File: config.mk
export PLATFORM = sky130hd
export DESIGN_NAME = masked_hpc1_mul_pipe_flat
export DESIGN_NICKNAME = d
export VERILOG_FILES = /design/src/rtl/masked_hpc1_mul_pipe_if.sv /design/src/rtl/masked_hpc1_mul_pipe.sv /design/src/flat_wrapper.sv
export SDC_FILE = /design/constraint.sdc
export NUM_CORES = 1
export LEC_CHECK = 0
export CORE_ASPECT_RATIO = 1.25
export CORE_MARGIN = 4
export CORE_UTILIZATION = 30
export CTS_BUF_LIST = sky130_fd_sc_hd__clkbuf_16
export CTS_CLUSTER_DIAMETER = 40
export DETAILED_ROUTE_END_ITERATION = 10
export GPL_ROUTABILITY_DRIVEN = 0
export HOLD_SLACK_MARGIN = 0.08
export PLACE_DENSITY = 0.61
export SLEW_MARGIN = 20
export SYNTH_ARGS = -nofsm -noshare
export SYNTH_HDL_FRONTEND = slang
export SYNTH_SLANG_ARGS = --single-unit
export TNS_END_PERCENT = 1
File: constraint.sdc
create_clock -name in_clock -period 1.7 [get_ports in_clock]
set_clock_uncertainty 0.1 [all_clocks]
set_input_delay 0.255 -clock in_clock [delete_from_list [all_inputs] [get_ports in_clock]]
set_output_delay 0.255 -clock in_clock [all_outputs]
set_load 0.05 [all_outputs]
File: src/rtl/masked_hpc1_mul_pipe_if.sv
// masked_hpc1_mul_pipe_if
// Handshake and data bundle for the HPC1 masked multiplier pipeline.
// Directions are named from the multiplier's point of view.
//   in_valid / out_ready / in_rand_valid : upstream handshake and randomness gate
//   in_a, in_b, in_r                    : [lanes][shares] elements (a, b, zero-sharing refresh for b)
//   in_p                                : [lanes][pairs] cross-term randomness
//   out_c / out_valid / in_ready        : shared product and downstream handshake
// Modport slave is the multiplier; master is whatever feeds and drains it.
interface masked_hpc1_mul_pipe_if #(
    parameter int NUM_SHARES = 2,
    parameter int BIT_WIDTH  = 1,
    parameter int NUM_LANES  = 1
);
    localparam int NQ = NUM_SHARES * (NUM_SHARES - 1) / 2;

    logic                                                in_valid;
    logic                                                out_ready;
    logic                                                in_rand_valid;
    logic [NUM_LANES-1:0][NUM_SHARES-1:0][BIT_WIDTH-1:0] in_a;
    logic [NUM_LANES-1:0][NUM_SHARES-1:0][BIT_WIDTH-1:0] in_b;
    logic [NUM_LANES-1:0][NUM_SHARES-1:0][BIT_WIDTH-1:0] in_r;
    logic [NUM_LANES-1:0][NQ-1:0][BIT_WIDTH-1:0]         in_p;
    logic [NUM_LANES-1:0][NUM_SHARES-1:0][BIT_WIDTH-1:0] out_c;
    logic                                                out_valid;
    logic                                                in_ready;

    modport slave (
        input  in_valid, in_rand_valid, in_a, in_b, in_r, in_p, in_ready,
        output out_ready, out_c, out_valid
    );

    modport master (
        output in_valid, in_rand_valid, in_a, in_b, in_r, in_p, in_ready,
        input  out_ready, out_c, out_valid
    );
endinterface

File: src/rtl/masked_hpc1_mul_pipe.sv
// masked_hpc1_mul_pipe
// Multi-lane HPC1 masked multiplier with valid/ready flow control.
// Stage 1 registers a and the refreshed b (b ^ r) together with the cross-term
// randomness; stage 2 registers every share product a_i*b_j, re-masked with p
// off the diagonal; the compression XOR is either combinational on the stage-2
// registers (OUT_REG=0, latency 2) or registered once more (OUT_REG=1, latency 3).
// Ports:
//   in_clock : clock, rising edge
//   in_reset : asynchronous active-high reset
//   bus      : masked_hpc1_mul_pipe_if.slave (operands, randomness, handshakes, product)
// Multiplication is in GF(2^W): W=1 AND, W=2 x^2+x+1, W=4 x^4+x+1, W=8 x^8+x^4+x^3+x+1.
module masked_hpc1_mul_pipe #(
    parameter int NUM_SHARES = 2,
    parameter int BIT_WIDTH  = 1,
    parameter int NUM_LANES  = 1,
    parameter int OUT_REG    = 0
) (
    input  logic                         in_clock,
    input  logic                         in_reset,
    masked_hpc1_mul_pipe_if.slave        bus
);
    localparam int N  = NUM_SHARES;
    localparam int W  = BIT_WIDTH;
    localparam int L  = NUM_LANES;
    localparam int NQ = N * (N - 1) / 2;

    localparam int POLY_INT = (W == 8) ? 'h11B :
                              (W == 4) ? 'h13  :
                              (W == 2) ? 'h7   : 'h3;
    localparam logic [W:0] POLY = POLY_INT[W:0];

    typedef logic [L-1:0][N-1:0][W-1:0]         share_vec_t;
    typedef logic [L-1:0][NQ-1:0][W-1:0]        rand_vec_t;
    typedef logic [L-1:0][N-1:0][N-1:0][W-1:0]  cross_vec_t;

    // Carry-less product followed by reduction from the top bit downwards.
    function automatic logic [W-1:0] gf_mul(input logic [W-1:0] x, input logic [W-1:0] y);
        logic [2*W-1:0] prod;
        prod = '0;
        for (int i = 0; i < W; i++) begin
            for (int j = 0; j < W; j++) begin
                prod[i+j] = prod[i+j] ^ (x[j] & y[i]);
            end
        end
        for (int k = 2*W-2; k >= W; k--) begin
            if (prod[k]) begin
                prod[k -: W+1] = prod[k -: W+1] ^ POLY;
            end
        end
        return prod[W-1:0];
    endfunction

    // Index of the unordered pair {i,j}, i != j, in row-major upper-triangle order.
    function automatic int qindex(input int i, input int j);
        int lo;
        int hi;
        lo = (i < j) ? i : j;
        hi = (i < j) ? j : i;
        return lo * N - (lo * (lo + 1)) / 2 + (hi - lo - 1);
    endfunction

    share_vec_t s1_a;
    share_vec_t s1_b;
    rand_vec_t  s1_p;
    logic       s1_valid;
    cross_vec_t s2_c;
    logic       s2_valid;
    share_vec_t s3_c;
    logic       s3_valid;
    share_vec_t comp;

    logic s1_load;
    logic s2_load;
    logic s3_load;
    logic accept;

    // A stage loads when it is empty or its contents move on this cycle;
    // out_ready depends only on valid flags and in_ready, never on in_valid.
    always_comb begin
        s3_load = !s3_valid || bus.in_ready;
        s2_load = !s2_valid || ((OUT_REG != 0) ? s3_load : bus.in_ready);
        s1_load = !s1_valid || s2_load;
        accept  = bus.in_valid && bus.in_rand_valid && s1_load;
    end

    // a and the refreshed b sit in separate registers so they never meet before a flop.
    always_ff @(posedge in_clock or posedge in_reset) begin
        if (in_reset) begin
            s1_valid <= 1'b0;
            s1_a     <= '0;
            s1_b     <= '0;
            s1_p     <= '0;
        end else if (s1_load) begin
            s1_valid <= accept;
            if (accept) begin
                s1_a <= bus.in_a;
                s1_b <= bus.in_b ^ bus.in_r;
                s1_p <= bus.in_p;
            end
        end
    end

    // Each pair (i,j) and (j,i) is masked with the same p so it cancels on recombination.
    always_ff @(posedge in_clock or posedge in_reset) begin
        if (in_reset) begin
            s2_valid <= 1'b0;
            s2_c     <= '0;
        end else if (s2_load) begin
            s2_valid <= s1_valid;
            if (s1_valid) begin
                for (int l = 0; l < L; l++) begin
                    for (int i = 0; i < N; i++) begin
                        for (int j = 0; j < N; j++) begin
                            if (i == j) begin
                                s2_c[l][i][j] <= gf_mul(s1_a[l][i], s1_b[l][j]);
                            end else begin
                                s2_c[l][i][j] <= gf_mul(s1_a[l][i], s1_b[l][j]) ^ s1_p[l][qindex(i, j)];
                            end
                        end
                    end
                end
            end
        end
    end

    always_comb begin
        comp = '0;
        for (int l = 0; l < L; l++) begin
            for (int i = 0; i < N; i++) begin
                for (int j = 0; j < N; j++) begin
                    comp[l][i] = comp[l][i] ^ s2_c[l][i][j];
                end
            end
        end
    end

    generate
        if (OUT_REG != 0) begin : g_out_reg
            always_ff @(posedge in_clock or posedge in_reset) begin
                if (in_reset) begin
                    s3_valid <= 1'b0;
                    s3_c     <= '0;
                end else if (s3_load) begin
                    s3_valid <= s2_valid;
                    if (s2_valid) begin
                        s3_c <= comp;
                    end
                end
            end
        end else begin : g_no_out_reg
            assign s3_valid = 1'b0;
            assign s3_c     = '0;
        end
    endgenerate

    assign bus.out_ready = s1_load;
    assign bus.out_valid = (OUT_REG != 0) ? s3_valid : s2_valid;
    assign bus.out_c     = (OUT_REG != 0) ? s3_c : comp;
endmodule

File: src/flat_wrapper.sv
// flat-port wrapper written by rule: the top's interface ports become plain ports
module masked_hpc1_mul_pipe_flat 
#(
    parameter int NUM_SHARES = 2,
    parameter int BIT_WIDTH  = 1,
    parameter int NUM_LANES  = 1,
    parameter int OUT_REG    = 0
)
  (in_clock, in_reset, bus_in_valid, bus_in_rand_valid, bus_in_a, bus_in_b, bus_in_r, bus_in_p, bus_in_ready, bus_out_ready, bus_out_c, bus_out_valid);
  masked_hpc1_mul_pipe_if #(.NUM_SHARES(NUM_SHARES), .BIT_WIDTH(BIT_WIDTH), .NUM_LANES(NUM_LANES)) bus_i ();
  input  logic in_clock;
  input  logic in_reset;
  input wire logic [$bits(bus_i.in_valid)-1:0] bus_in_valid;
  input wire logic [$bits(bus_i.in_rand_valid)-1:0] bus_in_rand_valid;
  input wire logic [$bits(bus_i.in_a)-1:0] bus_in_a;
  input wire logic [$bits(bus_i.in_b)-1:0] bus_in_b;
  input wire logic [$bits(bus_i.in_r)-1:0] bus_in_r;
  input wire logic [$bits(bus_i.in_p)-1:0] bus_in_p;
  input wire logic [$bits(bus_i.in_ready)-1:0] bus_in_ready;
  output wire logic [$bits(bus_i.out_ready)-1:0] bus_out_ready;
  output wire logic [$bits(bus_i.out_c)-1:0] bus_out_c;
  output wire logic [$bits(bus_i.out_valid)-1:0] bus_out_valid;
  assign bus_i.in_valid = bus_in_valid;
  assign bus_i.in_rand_valid = bus_in_rand_valid;
  assign bus_i.in_a = bus_in_a;
  assign bus_i.in_b = bus_in_b;
  assign bus_i.in_r = bus_in_r;
  assign bus_i.in_p = bus_in_p;
  assign bus_i.in_ready = bus_in_ready;
  assign bus_out_ready = bus_i.out_ready;
  assign bus_out_c = bus_i.out_c;
  assign bus_out_valid = bus_i.out_valid;
  masked_hpc1_mul_pipe #(.NUM_SHARES(NUM_SHARES), .BIT_WIDTH(BIT_WIDTH), .NUM_LANES(NUM_LANES), .OUT_REG(OUT_REG)) u_core (.in_clock(in_clock), .in_reset(in_reset), .bus(bus_i));
endmodule
==> results of run 1 <==
-- layer usage --
metal,vias up,track usage [%]
li1,179,-
met1,173,11.09
met2,16,13.92
met3,4,3.947
met4,0,11.71
met5,-,0
-- worst reg2reg max path, stage by stage, from the launching register on --
cell and delay, ps:
dfrtp_1 450, nand3b_4 120, nor2b_4 240, mux2_4 320
-- placed cells by master (no fill, tap or decap) --
cell | synthesis | routed
clkdlybuf4s50_1 | 0 | 11
dfrtp_1 | 11 | 11
xor2_1 | 6 | 6
mux2_4 | 5 | 5
nand2_1 | 4 | 4
inv_1 | 3 | 4
a21oi_1 | 4 | 4
clkbuf_16 | 0 | 3
buf_12 | 0 | 3
nand2b_1 | 2 | 2
nand4_1 | 2 | 2
o21ai_0 | 2 | 2
buf_4 | 0 | 2
nand3b_4 | 0 | 1
nor2b_4 | 1 | 1
and2_1 | 1 | 1
-- power groups by stage --
| stage | Clock, uW | Combinational (uW) | Sequential (uW) |
|---|---|---|---|
| 6_report | 420 | 407 | 367 |
| 5_1_grt | 446 | 433 | 377 |
| 2_1_floorplan | 0 | 221 | 368 |
| 4_1_cts | 427 | 414 | 369 |
| 3_3_place_gp | 0 | 406 | 370 |
| 3_5_place_dp | 0 | 412 | 372 |
-- through the flow --
step | hold WS (ps) | std cells
6_report | 209.9 | 80
5_1_grt | 266.0 | 80
4_1_cts | 228.0 | 80
3_5_place_dp | 436.6 | 76
3_3_place_gp | 426.4 | 76
2_1_floorplan | 7.438 | 42
-- kinds of logic (layout without fill, tap and decap cells) --
| logic type | count (synthesis) | in the layout | share of synthesized area (%) |
|---|---|---|---|
| AOI/OAI and AO/OA | 6 | 6 | 5.825 |
| xor gates and xnor gates | 6 | 6 | 10.19 |
| buffers and inverters | 3 | 23 | 2.184 |
| DFF | 11 | 11 | 53.40 |
| muxes | 5 | 5 | 14.56 |
| and+or+nand+nor | 11 | 11 | 13.83 |
-- final cells by class --
class | instances | area, sq um | area share, %
Multi-Input combinational cell | 28 | 237.7 | 29.32
Clock buffer | 3 | 75.07 | 9.259
Clock inverter | 1 | 3.754 | 0.4630
Sequential cell | 11 | 275.3 | 33.95
Tap cell | 18 | 22.52 | 2.778
Inverter | 3 | 11.26 | 1.389
Timing Repair Buffer | 16 | 185.2 | 22.84
-- path summary, 6_finish.rpt --
check / depth (start not counted) / end / slack (ps)
setup / recovery: 4 / bus_out_ready / 240
hold / removal: 2 / u_core.s1_a[1] / 210
setup reg to reg: 3 / u_core.s1_p / 350
hold reg to reg: 1 / u_core.s1_a[0] / 440
max in group asynchronous: 2 / u_core.s2_c[1] / 1000
min in group in_clock: 1 / u_core.s1_a[0] / 440
-- sequential cells by signal, indices dropped and copies added, names as in the netlist --
signal and count:
u_core.bus.out_valid 1, u_core.s1_valid 1, u_core.s1_p 1, u_core.s1_a 2, u_core.s1_b 2, u_core.s2_c 4
==> summary.md, run 1 <==
| Metric | Value |
|---|---|
| Cell taking the most area after synthesis | `dfrtp_1` |
| Number of buffers created by CTS | `3` |
| Die Y-Extent | `54.35 um` |
| Post-route ant nets | `0` |
| Count of pins on the block boundary | `16` |
| DRC viols | `0` |
| Global-route wire length before repair | `1587 um` |
| CTS sink cnt | `11` |
| Total global-route track usage | `10.21%` |
| Post-CTS Setup Bufs | `0` |
| Pwr/cell area | `1472 mW/mm^2` |
| Setup slack of the critical path after layout | `235.5 ps` |
| Count of hold-fix buffers inserted at cts | `0` |
| Nets@finish | `between 70 and 80` |
| Async SR Flop Fraction | `100.0%` |
| Finished Cell Area | `roughly 800 sq um` |
| Dpl hpwl | `718.1 um` |
| Distinct cell type count of the synthesized netlist | `12` |
| Post-synth EDFFs | `0` |
| Cells resized by post-CTS repair | `0` |
| Final hold vios | `0` |
| Crit Reg-Reg Startpoint | `u_core.s1_valid` |
| N_diodes | `0` |
| Worst setup SP type | `input pin` |
| Number of buffer cells added on primary ports | `15` |
| Sw Share | `30.03%` |
| First-pass iteration count of the detailed router | `4` |
| Worst Setup Slack post-DPL | `48.76 ps` |
| Average via count per standard cell | `4.650` |
| Final-layout fill cell count | `160` |
| Start point of the critical path | `bus_in_ready` |
| WL met3 | `88 um` |
| Tmin final | `1465 ps` |
| Final period util | `between 80% and 90%` |
| Maximum resistive drop on vdd | `0.7357 mV` |
| Cell class contributing the biggest share of worst-path delay | `buffers and inverters` |
| Sequential Power Share | `30.7%` |
| Logic pwr share | `between 30% and 40%` |
| Detailed-route via count | `around 370` |
| Path type of the worst setup path | `input pin to output pin` |
| Run status | `finished clean` |
| CTS H-tree depth | `1` |
| Die Area | `0.002450 sq mm` |
| Drt first-iter violations | `5` |
| Required time of the worst setup path | `roughly 1300 ps` |
| Count of endpoints failing setup in the final report | `0` |
| Latest clock arrival within the worst-skew pair | `about 240 ps` |
| Number of maximum-capacitance violations | `0` |
| Syn nets | `54` |
| Cell with the most instances after synthesis | `dfrtp_1` |
| Sequential element share of the synthesized area | `between 50% and 60%` |
| Worst-path cell with the longest stage delay | `clkdlybuf4s50_1` |
| Final max-slew violation count | `0` |
| Register bit count reported by yosys | `11` |
| Routed wl met2 | `436 um` |
| Biggest fanout along the worst timing path | `2` |
| Number of rows created at floorplan | `16` |
| Largest net degree at the start of global routing | `12` |
| X dimension of the die | `45.08 um` |
| CP peak stage delay | `about 410 ps` |
| Average wire per standard cell | `11.34 um` |
| Buffers plus inverters on the worst setup path | `3` |
| Most used standard cells in the synthesized netlist | `dfrtp_1, xor2_1, mux2_4` |
| Setup total negative slack | `0 ps` |
| Global route total overflow | `0` |
| Largest cells by area after synthesis | `dfrtp_1, mux2_4, xor2_1` |
| Total standard cell area after synthesis | `approximately 520 sq um` |
| Total number of yosys warnings | `0` |
| Area share of the largest cell type after synthesis | `53.40%` |
| Clock tree from TritonCTS | `done` |
| Critical-path cell list | `clkdlybuf4s50_1 -> nand3b_4 -> buf_4 -> buf_12` |
| RSZ-0062 raised after global routing | `no` |
| FMAX | `682.8 MHz` |
| Area growth from synthesis to layout | `57.28%` |
| CTS clk-pin slew, worst paths | `roughly 40 ps` |
| Number of global-route vias before repair | `between 300 and 400` |
| Post-synthesis instance total | `42` |
| Clock power frac | `35.2%` |
| Maximum count of clock buffers along a single path | `2` |
| End-of-flow core utilization | `between 50% and 60%` |
| Slew margin rel. | `72.88%` |
| Leakage Power | `about 0.00039 uW` |
| Root buf cell | `clkbuf_16` |
| Antenna violations before repair | `0` |
| Worst hold path type | `input pin to asynchronous set/reset pin` |
| Switching power | `358.5 uW` |
| Overall Power | `1194 uW` |
| Cell Int Power | `835.3 uW` |
| Total placed instance area | `732.0 sq um` |
| Routed wire length | `907 um` |
| Starting density of the core | `roughly a third` |
| Top layer in use | `met4` |
| Routed metal-1 wire length | `333 um` |
| Placeable core region | `0.001602 sq mm` |
| Crit end category | `output pin` |
| Measured slew at the worst slew-check pin | `406.4 ps` |
| Ratio of cells with drive above 1 in the final layout | `between 20% and 30%` |
| Average cell area after synthesis | `12.27 sq um` |
| Prevailing post-synth register cell | `dfrtp_1` |
| Worst endpoint data arrival time | `around 1100 ps` |
No activity file was read; power rests on OpenSTA's default activity.
==> run 2, diff against run 1 <==
- CORE_ASPECT_RATIO: 1.25 -> not set
- CORE_UTILIZATION: 30 -> 39
- DONT_BUFFER_PORTS: not set -> 1
- PLACE_DENSITY: 0.61 -> 0.58
==> run 2 against run 1 <==
Design area shrank 15%. Sequential share of layout area up 5.9 points. Largest power group unchanged. Global-route usage up 1.8 points. First-iteration DRC count shrank 60%. Clock power fell by 1%. Via count shrank 7.8%. Critical endpoint unchanged. Total power shrank 9.6%. Critical path type is now register to output pin. Count of clock-buffer cells in the layout stayed put. Die area shrank 20%. Flip-flop and latch count stayed put.
==> summary.md, run 2 (synthesis gave the netlist of run 1 again) <==
| Metric | Value |
|---|---|
| Run status | `finished clean` |
| Antenna violations before repair | `0 (unchanged)` |
| Number of maximum-capacitance violations | `0 (unchanged)` |
| Number of rows created at floorplan | `12 (-4)` |
| Worst hold slack | `103.6 ps (-106.3 ps)` |
| Most frequent cells in the layout | `dfrtp_1, xor2_1, mux2_4` |
| Maximum count of clock buffers along a single path | `2 (unchanged)` |
| Clock tree from TritonCTS | `done` |
| Final-layout fill cell count | `103 (-36%)` |
| Largest net degree at the start of global routing | `12 (unchanged)` |
| Drt first-iter violations | `2 (-3)` |
| Number of buffers created by CTS | `3 (unchanged)` |
| Average wire per standard cell | `12.74 um (+12%)` |
| Total global-route track usage | `11.98% (+1.8 points)` |
| FMAX | `740.4 MHz (+8.4%)` |
| Number of buffer cells added on primary ports | `0 (-15)` |
| Sw Share | `30.92% (+0.89 points)` |
| Final max-slew violation count | `0 (unchanged)` |
| Buffers plus inverters on the worst setup path | `1 (-2)` |
| Sequential Power Share | `34.1% (+3.4 points)` |
| N_diodes | `0 (unchanged)` |
| Final hold vios | `0 (unchanged)` |
| Number of global-route vias before repair | `379 (-0.79%)` |
| CTS sink cnt | `11 (unchanged)` |
| CP peak stage delay | `450 ps (+40 ps)` |
| Register ranked first by flip-flop count | `u_core.s2_c` |
| Global-route wire length before repair | `1559 um (-1.8%)` |
| Switching power | `333.7 uW (-6.9%)` |
| Most frequent standard cell in the layout excluding fill and tap cells | `dfrtp_1` |
| Worst endpoint data arrival time | `1000 ps (-110 ps)` |
| Crit end category | `output pin` |
| Cell class contributing the biggest share of worst-path delay | `flip-flops` |
| Worst setup SP type | `register` |
| X dimension of the die | `44.36 um (-1.6%)` |
| Ratio of cells with drive above 1 in the final layout | `25.93% (+1.7 points)` |
| Setup total negative slack | `0 ps (unchanged)` |
| Average via count per standard cell | `5.044 (+8.5%)` |
| Path type of the worst setup path | `register to output pin` |
| CTS clk-pin slew, worst paths | `40 ps (about the same)` |
| Nets@finish | `67 (-11%)` |
| Post-route ant nets | `0 (unchanged)` |
| Latest clock arrival within the worst-skew pair | `240 ps (about the same)` |
| Cell Int Power | `745.6 uW (-11%)` |
| Area growth from synthesis to layout | `33.98%` |
| Starting density of the core | `44.02% (+12 points)` |
| RSZ-0062 raised after global routing | `no` |
| Max FFs per register | `4 (unchanged)` |
| Logic pwr share | `27.5% (-6.6 points)` |
| Finished Cell Area | `690.7 sq um (-15%)` |
| Placeable core region | `0.001171 sq mm (-27%)` |
| Biggest fanout along the worst timing path | `7 (+5)` |
| Final period util | `79.45% (-6.7 points)` |
| Dpl hpwl | `697.7 um (-2.8%)` |
| Detailed-route via count | `343 (-7.8%)` |
| Global route total overflow | `0 (unchanged)` |
| Count of pins on the block boundary | `16 (unchanged)` |
| Pwr/cell area | `1563 mW/mm^2 (+6.1%)` |
| CTS H-tree depth | `1 (unchanged)` |
| Leakage Power | `0.0003426 uW (-12%)` |
| Critical-path cell list | `nand3b_4 -> buf_4` |
| Worst-path cell with the longest stage delay | `dfrtp_1` |
| Die Area | `0.001967 sq mm (-20%)` |
| Post-CTS Setup Bufs | `0 (unchanged)` |
| Worst hold path type | `input pin to register` |
| Count of endpoints failing setup in the final report | `0 (unchanged)` |
| Total placed instance area | `571.8 sq um (-22%)` |
| Measured slew at the worst slew-check pin | `408.1 ps (+1.739 ps)` |
| Clock power frac | `38.4% (+3.2 points)` |
| Slew margin rel. | `72.76% (-0.12 points)` |
| Required time of the worst setup path | `1340 ps (about the same)` |
| Leading registers by flop count | `u_core.s2_c (4), u_core.s1_a (2), u_core.s1_b (2)` |
| Tmin final | `1351 ps (-114.0 ps)` |
| Root buf cell | `clkbuf_16` |
| Routed wire length | `866 um (-4.5%)` |
| Maximum resistive drop on vdd | `0.9357 mV (+27%)` |
| DRC viols | `0 (unchanged)` |
| First-pass iteration count of the detailed router | `2 (-2)` |
| Die Y-Extent | `44.36 um (-18%)` |
## run 2: cell types whose count changed in the layout (fill, tap and decap cells not counted)
| cell | previous run | this run |
|---|---|---|
| clkdlybuf4s50_1 | 11 | 0 |
| buf_12 | 3 | 0 |
| dlygate4sd3_1 | 0 | 4 |
| buf_4 | 2 | 4 |
## run 2: layer usage
metal,GRT usage (%),up-vias,share of wire (%)
met3,5.285,4,8.7
met4,12.65,0,3.9
li1,-,170,-
met1,10.66,156,38
met5,0,-,0
met2,19.19,13,49
## run 2: through the flow
stage | utilization [%] | cells | setup slack [ps] | power, uW
3_5_place_dp | 48.82 | 60 | 359.0 | 666.7
6_report | 58.97 | 68 | 349.4 | 1079
5_1_grt | 58.97 | 68 | 302.9 | 1142
4_1_cts | 58.97 | 68 | 342.5 | 1100
2_1_floorplan | - | 42 | 12.53 | 589.1
3_3_place_gp | 48.82 | 60 | 380.4 | 663.4
## run 2: cell type report
class / count / area, sq um / area share (%)
sequential: 11 / 275.3 / 39.86
inverter: 3 / 11.26 / 1.630
tap: 14 / 17.52 / 2.536
clock inverter: 1 / 3.754 / 0.5435
multi-input combinational: 28 / 237.7 / 34.42
clock buffer: 3 / 75.07 / 10.87
timing repair buffer: 8 / 70.07 / 10.14
## run 2: power by group through the flow
stage,Combinational [uW],Sequential [uW],Clock (uW)
floorplan,221,368,0
global placement,293,370,0
detailed placement,294,372,0
CTS,302,370,428
global route,321,376,445
finish,297,368,414
## run 2: worst reg2reg max path, cell delays in order (launching register included)
cell and delay [ps]:
dfrtp_1 450, nand3b_4 110, nor2b_4 240, mux2_4 320
## run 2: final timing paths
check                                   from               to  slack (ps)  depth (start not counted)
setup / recovery             u_core.s1_valid    bus_out_ready         350                          2
hold / removal             bus_in_rand_valid  u_core.s1_valid         100                          2
setup reg to reg             u_core.s1_valid      u_core.s1_p         360                          3
hold reg to reg               u_core.s1_b[0]   u_core.s1_b[0]         450                          1
max in group asynchronous           in_reset      u_core.s1_p         860                          2
min in group asynchronous           in_reset  u_core.s1_valid         350                          2
## run 2: timing repair
action | CTS | global route
gates resized for setup | 0 | 0
hold buffers | 4 | 0
hold endpoints to repair | 14 | 0
